## config.mk

```make
export PLATFORM = sky130hd
export DESIGN_NAME = identity_check_sequencer
export DESIGN_NICKNAME = d
export VERILOG_FILES = /design/src/rtl/identity_check_pkg.sv /design/src/rtl/settle_timer.sv /design/src/rtl/identity_check_sequencer.sv
export SDC_FILE = /design/constraint.sdc
export NUM_CORES = 1
export LEC_CHECK = 0
export CAP_MARGIN = 20
export CORE_UTILIZATION = 52
export DETAILED_ROUTE_END_ITERATION = 10
export PLACE_DENSITY_LB_ADDON = 0.15
export RECOVER_POWER = 25
export SYNTH_ARGS = -nofsm -noshare
export SYNTH_HDL_FRONTEND = slang
export SYNTH_SLANG_ARGS = --single-unit
```

## constraint.sdc

```tcl
create_clock -name clk -period 4.6 [get_ports clk]
set_input_delay 0.69 -clock clk [delete_from_list [all_inputs] [get_ports clk]]
set_output_delay 0.69 -clock clk [all_outputs]
set_load 0.005 [all_outputs]
```

## src/rtl/identity_check_pkg.sv

```systemverilog
// Shared definitions for the identity-check sequencer: default sizing,
// sweep state encoding and a helper that sizes the settle timer.
package identity_check_pkg;

    localparam int DEF_NVARS         = 4;
    localparam int DEF_NPAIRS        = 3;
    localparam int DEF_SETTLE_CYCLES = 2;
    localparam int DEF_CNT_W         = 5;

    typedef enum logic [1:0] {
        ST_IDLE   = 2'd0,
        ST_SETTLE = 2'd1,
        ST_SAMPLE = 2'd2,
        ST_DONE   = 2'd3
    } state_t;

    // The timer only ever holds SETTLE_CYCLES-1, so log2 of SETTLE_CYCLES
    // bits suffice; a single bit is kept when one settle cycle is requested.
    function automatic int timerWidth(input int settleCycles);
        return (settleCycles > 1) ? $clog2(settleCycles) : 1;
    endfunction

endpackage

```

## src/rtl/settle_timer.sv

```systemverilog
// Loadable down-counter that measures how long a vector has been held
// before the sequencer samples the unit under check.
module settle_timer #(
    parameter int W = 1
) (
    input  logic         clk,
    input  logic         rst,
    input  logic         i_load,
    input  logic [W-1:0] i_loadVal,
    input  logic         i_dec,
    output logic         o_zero
);

    logic [W-1:0] r_count;

    // Reload wins over counting down, and the count parks at zero.
    always_ff @(posedge clk) begin
        if (rst) begin
            r_count <= '0;
        end else if (i_load) begin
            r_count <= i_loadVal;
        end else if (i_dec && (r_count != '0)) begin
            r_count <= r_count - W'(1);
        end
    end

    assign o_zero = (r_count == '0);

endmodule

```

## src/rtl/identity_check_sequencer.sv

```systemverilog
// Walks a combinational Boolean-identity unit through every input
// combination, lets each vector settle, then compares its lhs/rhs pairs
// and accumulates mismatch statistics for the lab top level.
module identity_check_sequencer
    import identity_check_pkg::*;
#(
    parameter int NVARS         = DEF_NVARS,
    parameter int NPAIRS        = DEF_NPAIRS,
    parameter int SETTLE_CYCLES = DEF_SETTLE_CYCLES,
    parameter int CNT_W         = DEF_CNT_W
) (
    input  logic              clk,
    input  logic              rst,
    input  logic              start,
    output logic [NVARS-1:0]  vec_out,
    input  logic [NPAIRS-1:0] lhs_in,
    input  logic [NPAIRS-1:0] rhs_in,
    output logic              busy,
    output logic              done,
    output logic              pass,
    output logic [CNT_W-1:0]  mismatch_cnt,
    output logic [NPAIRS-1:0] err_mask,
    output logic              first_fail_valid,
    output logic [NVARS-1:0]  first_fail_vec
);

    localparam int TW = timerWidth(SETTLE_CYCLES);
    localparam logic [TW-1:0] SETTLE_LOAD = TW'(SETTLE_CYCLES - 1);

    state_t            r_state;
    logic [NVARS-1:0]  r_vec;
    logic              r_busy;
    logic              r_done;
    logic              r_pass;
    logic [CNT_W-1:0]  r_mismatchCnt;
    logic [NPAIRS-1:0] r_errMask;
    logic              r_firstFailValid;
    logic [NVARS-1:0]  r_firstFailVec;

    logic [NPAIRS-1:0] w_diff;
    logic              w_anyDiff;
    logic              w_lastVec;
    logic              w_cntSat;
    logic              w_accept;
    logic              w_timerLoad;
    logic              w_timerDec;
    logic              w_timerZero;

    assign w_diff      = lhs_in ^ rhs_in;
    assign w_anyDiff   = (w_diff != '0);
    assign w_lastVec   = (r_vec == '1);
    assign w_cntSat    = (r_mismatchCnt == '1);
    assign w_accept    = start && ((r_state == ST_IDLE) || (r_state == ST_DONE));
    assign w_timerLoad = w_accept || ((r_state == ST_SAMPLE) && !w_lastVec);
    assign w_timerDec  = (r_state == ST_SETTLE);

    settle_timer #(
        .W(TW)
    ) u_settleTimer (
        .clk      (clk),
        .rst      (rst),
        .i_load   (w_timerLoad),
        .i_loadVal(SETTLE_LOAD),
        .i_dec    (w_timerDec),
        .o_zero   (w_timerZero)
    );

    // Sweep controller: arms on start, holds each vector, samples once, and accumulates results.
    always_ff @(posedge clk) begin
        if (rst) begin
            r_state          <= ST_IDLE;
            r_vec            <= '0;
            r_busy           <= 1'b0;
            r_done           <= 1'b0;
            r_pass           <= 1'b0;
            r_mismatchCnt    <= '0;
            r_errMask        <= '0;
            r_firstFailValid <= 1'b0;
            r_firstFailVec   <= '0;
        end else begin
            case (r_state)
                ST_IDLE, ST_DONE: begin
                    if (start) begin
                        r_state          <= ST_SETTLE;
                        r_vec            <= '0;
                        r_busy           <= 1'b1;
                        r_done           <= 1'b0;
                        r_pass           <= 1'b0;
                        r_mismatchCnt    <= '0;
                        r_errMask        <= '0;
                        r_firstFailValid <= 1'b0;
                        r_firstFailVec   <= '0;
                    end
                end
                ST_SETTLE: begin
                    if (w_timerZero) begin
                        r_state <= ST_SAMPLE;
                    end
                end
                ST_SAMPLE: begin
                    r_errMask <= r_errMask | w_diff;
                    if (w_anyDiff) begin
                        if (!w_cntSat) begin
                            r_mismatchCnt <= r_mismatchCnt + CNT_W'(1);
                        end
                        if (!r_firstFailValid) begin
                            r_firstFailValid <= 1'b1;
                            r_firstFailVec   <= r_vec;
                        end
                    end
                    if (w_lastVec) begin
                        r_state <= ST_DONE;
                        r_busy  <= 1'b0;
                        r_done  <= 1'b1;
                        r_pass  <= (r_mismatchCnt == '0) && !w_anyDiff;
                    end else begin
                        r_vec   <= r_vec + NVARS'(1);
                        r_state <= ST_SETTLE;
                    end
                end
                default: begin
                    r_state <= ST_IDLE;
                end
            endcase
        end
    end

    assign vec_out          = r_vec;
    assign busy             = r_busy;
    assign done             = r_done;
    assign pass             = r_pass;
    assign mismatch_cnt     = r_mismatchCnt;
    assign err_mask         = r_errMask;
    assign first_fail_valid = r_firstFailValid;
    assign first_fail_vec   = r_firstFailVec;

endmodule

```

Word level (Yosys, flattened, before mapping)
Index checks and enable logic that the tools add are counted.
{"block": "op_classes", "addsub": 3, "n_mul": 0, "n_div": 0, "n_lt_le_gt_ge": 0, "n_eq_ne": 12, "n_shift": 0, "mux": 28, "n_bitwise": 2, "reduce_logical": 21}
{"op": "two-way mux 4 bit", "n": 4}
{"op": "case mux 4 bit (2 select lines)", "n": 2}
{"op": "two-way mux 5 bit", "n": 3}
{"op": "!= test 2 bit (second input constant)", "n": 7}
{"op": "case mux 5 bit (2 select lines)", "n": 1}
{"op": "AND reduction 3 bit", "n": 3}
{"op": "two-way mux 1 bit", "n": 8}
{"op": "case mux 1 bit (2 select lines)", "n": 4}
{"op": "AND reduction 4 bit", "n": 2}
{"op": "two-way mux 2 bit", "n": 3}
{"op": "case mux 2 bit (3 select lines)", "n": 1}
{"op": "case mux 3 bit (2 select lines)", "n": 1}
{"op": "adder 5 x 1 -> 5 bit (second input constant)", "n": 1}
{"op": "== test 5 bit (second input constant)", "n": 1}
{"op": "logical NOT 5 bit", "n": 1}
{"op": "adder 4 x 1 -> 4 bit (second input constant)", "n": 1}
{"op": "== test 2 bit (second input constant)", "n": 2}
{"op": "== test 4 bit (second input constant)", "n": 1}
{"op": "logical AND 1 bit", "n": 4}
{"op": "AND reduction 2 bit", "n": 2}
{"op": "nonzero test 2 bit", "n": 2}
{"op": "two-way mux 3 bit", "n": 1}
{"op": "bitwise OR 3 bit", "n": 1}
{"op": "nonzero test 3 bit", "n": 1}
{"op": "other kinds (7)", "n": 9}
{"block": "word_totals", "reg_bits": 23, "latchBits": 0, "ram_bits": 0, "romBits": 0, "inputBits": 9, "output_inout_bits": 20, "wordCells": 76, "mem_count": 0}

Longest topological paths before layout
{"block": "logic_depth", "depth_word": 6, "ltp_mapped": 8, "depth_no_buf": 6}

Modules after synthesis
Synthesis repeated with hierarchy kept, for this count alone.
{"block": "hier_totals", "hier_cells": 140, "hier_area_um2": 1179.9}
{"mod": "identity_check_sequencer", "instances": 1, "cells_each": 136, "area_per_inst_um2": 1132.3, "seq_area_each_um2": 440.4}
{"mod": "settle_timer", "instances": 1, "cells_each": 4, "area_per_inst_um2": 47.5, "seq_area_each_um2": 20.0}

Worst setup path after synthesis
No wires, ideal clock.
{"block": "synth_path", "path_type": "reg-to-reg", "startpoint": "register r_mismatchCnt[0], in the netlist mismatch_cnt[0]", "endpoint": "register r_mismatchCnt[3], in the netlist mismatch_cnt[3]", "setup_time_ns": 0.071, "arrival_ns": 1.636, "required_time_ns": 4.529, "setup_slack_ns": 2.894, "stages_incl_launch_ff": 7, "synth_period_minus_slack_ns": 1.706, "cell_sequence": "dfxtp_1 > ha_1 > and3_1 > ha_1 > a311oi_1 > mux2_2 > a21oi_1"}
{"block": "synth_between", "elab_chain_cells": 4, "word_cells_on_any_way": 7}
{"element": "start, declared", "line": "identity_check_sequencer.sv:35", "source": "logic [CNT_W-1:0] r_mismatchCnt;"}
{"element": "start signal, assigned", "line": "identity_check_sequencer.sv:104", "source": "r_mismatchCnt <= r_mismatchCnt + CNT_W'(1);"}
{"element": "adder 5 x 1 -> 5 bit", "line": "identity_check_sequencer.sv:104"}
{"element": "two-way mux 5 bit", "line": "identity_check_sequencer.sv:103", "source": "if (!w_cntSat) begin"}
{"element": "two-way mux 5 bit", "line": "identity_check_sequencer.sv:102", "source": "if (w_anyDiff) begin"}
{"element": "case mux 5 bit (2 select lines)", "line": "identity_check_sequencer.sv:81", "source": "case (r_state)"}
Parallel ways exist; a longest one is shown, timed or not. The select of a mux whose other input is x is not followed.
A chain may end at the register's enable or synchronous reset.

Worst setup path in the final report
{"block": "layout_path", "startpoint": "input port start", "endpoint": "register r_firstFailVec[3], in the netlist first_fail_vec[3]"}
{"block": "layout_between", "elab_chain_cells": 2}
{"element": "start, declared", "line": "identity_check_sequencer.sv:14", "source": "input logic start,"}
{"element": "!= test 2 bit (no source line)"}
{"element": "AND reduction 4 bit (no source line)"}
{"element": "end signal, assigned", "line": "identity_check_sequencer.sv:108", "source": "r_firstFailVec <= r_vec;"}
{"element": "end, declared", "line": "identity_check_sequencer.sv:38", "source": "logic [NVARS-1:0] r_firstFailVec;"}
No other way between the ends.

==> metrics.md <==
| Metric | Value |
|---|---|
| Switching power | `115.9 µW` |
| Most frequent cells in the layout | `dfxtp_1 (23), clkdlybuf4s50_1 (23), a21oi_1 (17), nor2_1 (17), nand2_1 (15)` |
| Setup WS post-layout | `2.352 ns` |
| Die height | `49.76 µm` |
| Worst Setup SP | `start` |
| DRT Pass-1 Iters | `4` |
| First-pass GRT wire length | `4209 µm` |
| WL/cell | `13.03 µm` |
| CP cell instances | `dlygate4sd3_1, mux2i_4, o21bai_2, a21oi_1, a22o_1` |
| Fin crit share | `48.86%` |
| Die W | `49.76 µm` |
| Reg clk slew, reported paths | `0.13 ns` |
| Die ar. | `2476 µm²` |
| Max Buffers Root-to-Sink | `2` |
| Net switching fraction of the power | `29.38%` |
| Worst r2r path cells | `6` |
| Critical Path RT | `4.86 ns` |
| Post-layout power | `394.6 µW` |
| # H-tree levels | `1` |
| Post-Syn Area | `1186 µm²` |
| YS warnings | `0` |
| Worst Setup Start Kind | `input port` |
| Synthesized flop and latch total | `23` |
| Worst slack at placement | `2.156 ns` |
| Final ANT Viol Nets | `0` |
| Leak pwr | `0.5513 nW` |
| GRT overflow | `0` |
| Max Slew Vio Count | `0` |
| R2R Setup Slk | `2.42 ns` |
| Pwr Density | `263.9 nW/µm²` |
| Sequential Power Share | `54.1%` |
| Setup_tns | `0 ns` |
| Area leader, netlist | `dfxtp_1` |
| Via count | `1,092` |
| Peak VDD IR | `182.7 µV` |
| CTS Sinks | `23` |
| Hold Violations, Final | `0` |
| Hpwl dp | `1829 µm` |
| Slowest cell on crit path | `dlygate4sd3_1` |
| RSZ-0062 raised after global routing | `false` |
| Seq/Total Area, Yosys | `38.82%` |
| Setup crit end kind | `register` |
| Combinational share of power | `22.0%` |
| Area share of the leading cell type in the synthesized netlist | `38.82%` |
| Port Buf Inserts | `28` |
| Final wirelength | `2527 µm` |
| RR Startpoint | `r_state[0]` |
| N_diodes | `0` |
| Placed cells | `190` |
| Hold slack | `0.4891 ns` |
| Final nets | `183` |
| FF-to-FF End | `first_fail_vec[3]` |
| Slew headroom | `52.66%` |
| Hold Path Class | `register to register` |
| Finished Layout Cells | `194` |
| Largest net degree at the start of global routing | `21` |
| Initial antenna violation count | `0` |
| Synth top area cells | `dfxtp_1 (39%), a21oi_1 (7.2%), ha_1 (6.3%)` |
| Top_reg_cell synth | `dfxtp_1` |
| Async set-reset flop share out of synthesis | `0%` |
| Total CTS buffers | `3` |
| Clk_lat worst skew | `0.31 ns` |
| Post-CTS Resized | `0` |
| FP Rows | `16` |
| Min cycle time layout | `2.248 ns` |
| Final Skew | `0.005567 ns` |
| # Max-Cap Violations | `0` |
| Area grow syn2layout | `26.05%` |
| CTS tree | `yes` |
| Vias per cell | `5.629` |
| Number of synthesized flops with an enable pin | `0` |
| Vias in the first global route | `973` |
| Mean area per synthesized cell | `8.472 µm²` |
| Hold buffer count at cts | `0` |
| CP peak stage delay | `0.65 ns` |
| Drt drc | `0` |
| Gr usage total | `21.94%` |
| Starting Density | `57.52%` |
| Status | `complete, no violations` |
| Final setup vio count | `0` |
| Achievable frequency | `444.9 MHz` |
| Worst Setup EP | `first_fail_vec[3]` |
| CORE AREA | `2062 µm²` |
| GP Congestion | `0.8480` |
| Actual slew at the worst max-slew pin | `0.7100 ns` |
| Syn_nets | `155` |
| Fillcell total | `162` |
| Clock network power share | `23.9%` |
| Synth Instances | `140` |
| Share of layout cells above drive strength 1 | `4.790%` |
| Critical Path AT | `2.51 ns` |
| Clock root buffer | `clkbuf_4` |
| DRT iter0 DRCs | `14` |
| Internal | `278.7 µW` |
| Distinct cell type count after synthesis | `37` |
| Setup Buffers After CTS | `0` |
| I/O pin cnt | `29` |
| Critical Path Fanout Max | `16` |
| CP Class | `input port to register` |
Yosys cell counts (3+ instances only):
master,instances
ha_1,6
nor2_1,17
nor3_1,3
a21oi_1,17
nand4_1,3
dfxtp_1,23
a22o_1,4
xnor2_1,4
and3_1,3
nand3_1,7
nand2_1,15
inv_1,7
cells by family after synthesis:
logic type	share of synthesized area, %
AOI/OAI and AO/OA	18.46
xor gates and xnor gates	2.953
buffers and inverters	4.853
muxes	4.641
DFF	38.82
and+or+nand+nor	23.95
adders and majority gates	6.329
power groups by stage:
stage	clock network (mW)	logic (mW)	registers (mW)
floorplan	0	0.0634	0.217
global placement	0	0.0855	0.218
detailed placement	0	0.0875	0.218
CTS	0.0950	0.0877	0.214
global route	0.104	0.0971	0.215
finish	0.0943	0.0867	0.214
worst min path at each step:
| stage | from | end | slack, ns | cells past startpoint |
|---|---|---|---|---|
| floorplan | err_mask[0] | err_mask[0] | 0.46 | 2 |
| global placement | first_fail_vec[3] | first_fail_vec[3] | 0.46 | 1 |
| CTS | first_fail_vec[0] | first_fail_vec[0] | 0.50 | 1 |
| detailed placement | first_fail_vec[0] | first_fail_vec[0] | 0.47 | 1 |
| finish | first_fail_vec[0] | first_fail_vec[0] | 0.49 | 1 |
| global route | first_fail_vec[0] | first_fail_vec[0] | 0.52 | 1 |
critical path: cells and delay by family:
family | cells | cell delay [ns]
AO/OA/AOI/OAI | 3 | 0.72
buffers and inverters | 1 | 0.65
multiplexers | 1 | 0.45
stage by stage:
step,instance area (µm²),util (%)
6_report,1495,72.51
5_1_grt,1495,72.51
4_1_cts,1495,72.51
3_5_place_dp,1469,71.24
3_3_place_gp,1469,71.24
2_1_floorplan,1186,-
metal layers:
layer / part of all wire, % / vias to the layer above / global-route usage (%)
li1: - / 553 / -
met1: 49 / 506 / 28.76
met2: 46 / 24 / 34.23
met3: 2.6 / 9 / 4.321
met4: 2.5 / 0 / 10.48
met5: 0 / - / 0
layout make-up:
class	instances	area, µm²	area share, %
flip-flops and latches	23	460.4	30.80
clock buffers	4	26.28	1.757
inverters	7	26.28	1.757
multi-input cells	105	668.1	44.69
repair buffers	28	280.3	18.74
well taps	27	33.78	2.259
sequential cells by signal (all words and copies together) (netlist names):
register and count:
err_mask 3, first_fail_valid 1, vec_out 4, pass 1, mismatch_cnt 5, busy 1, done 1, first_fail_vec 4
u_settleTimer.r_count 1, r_state 2
(Power assumes the default switching activity.)
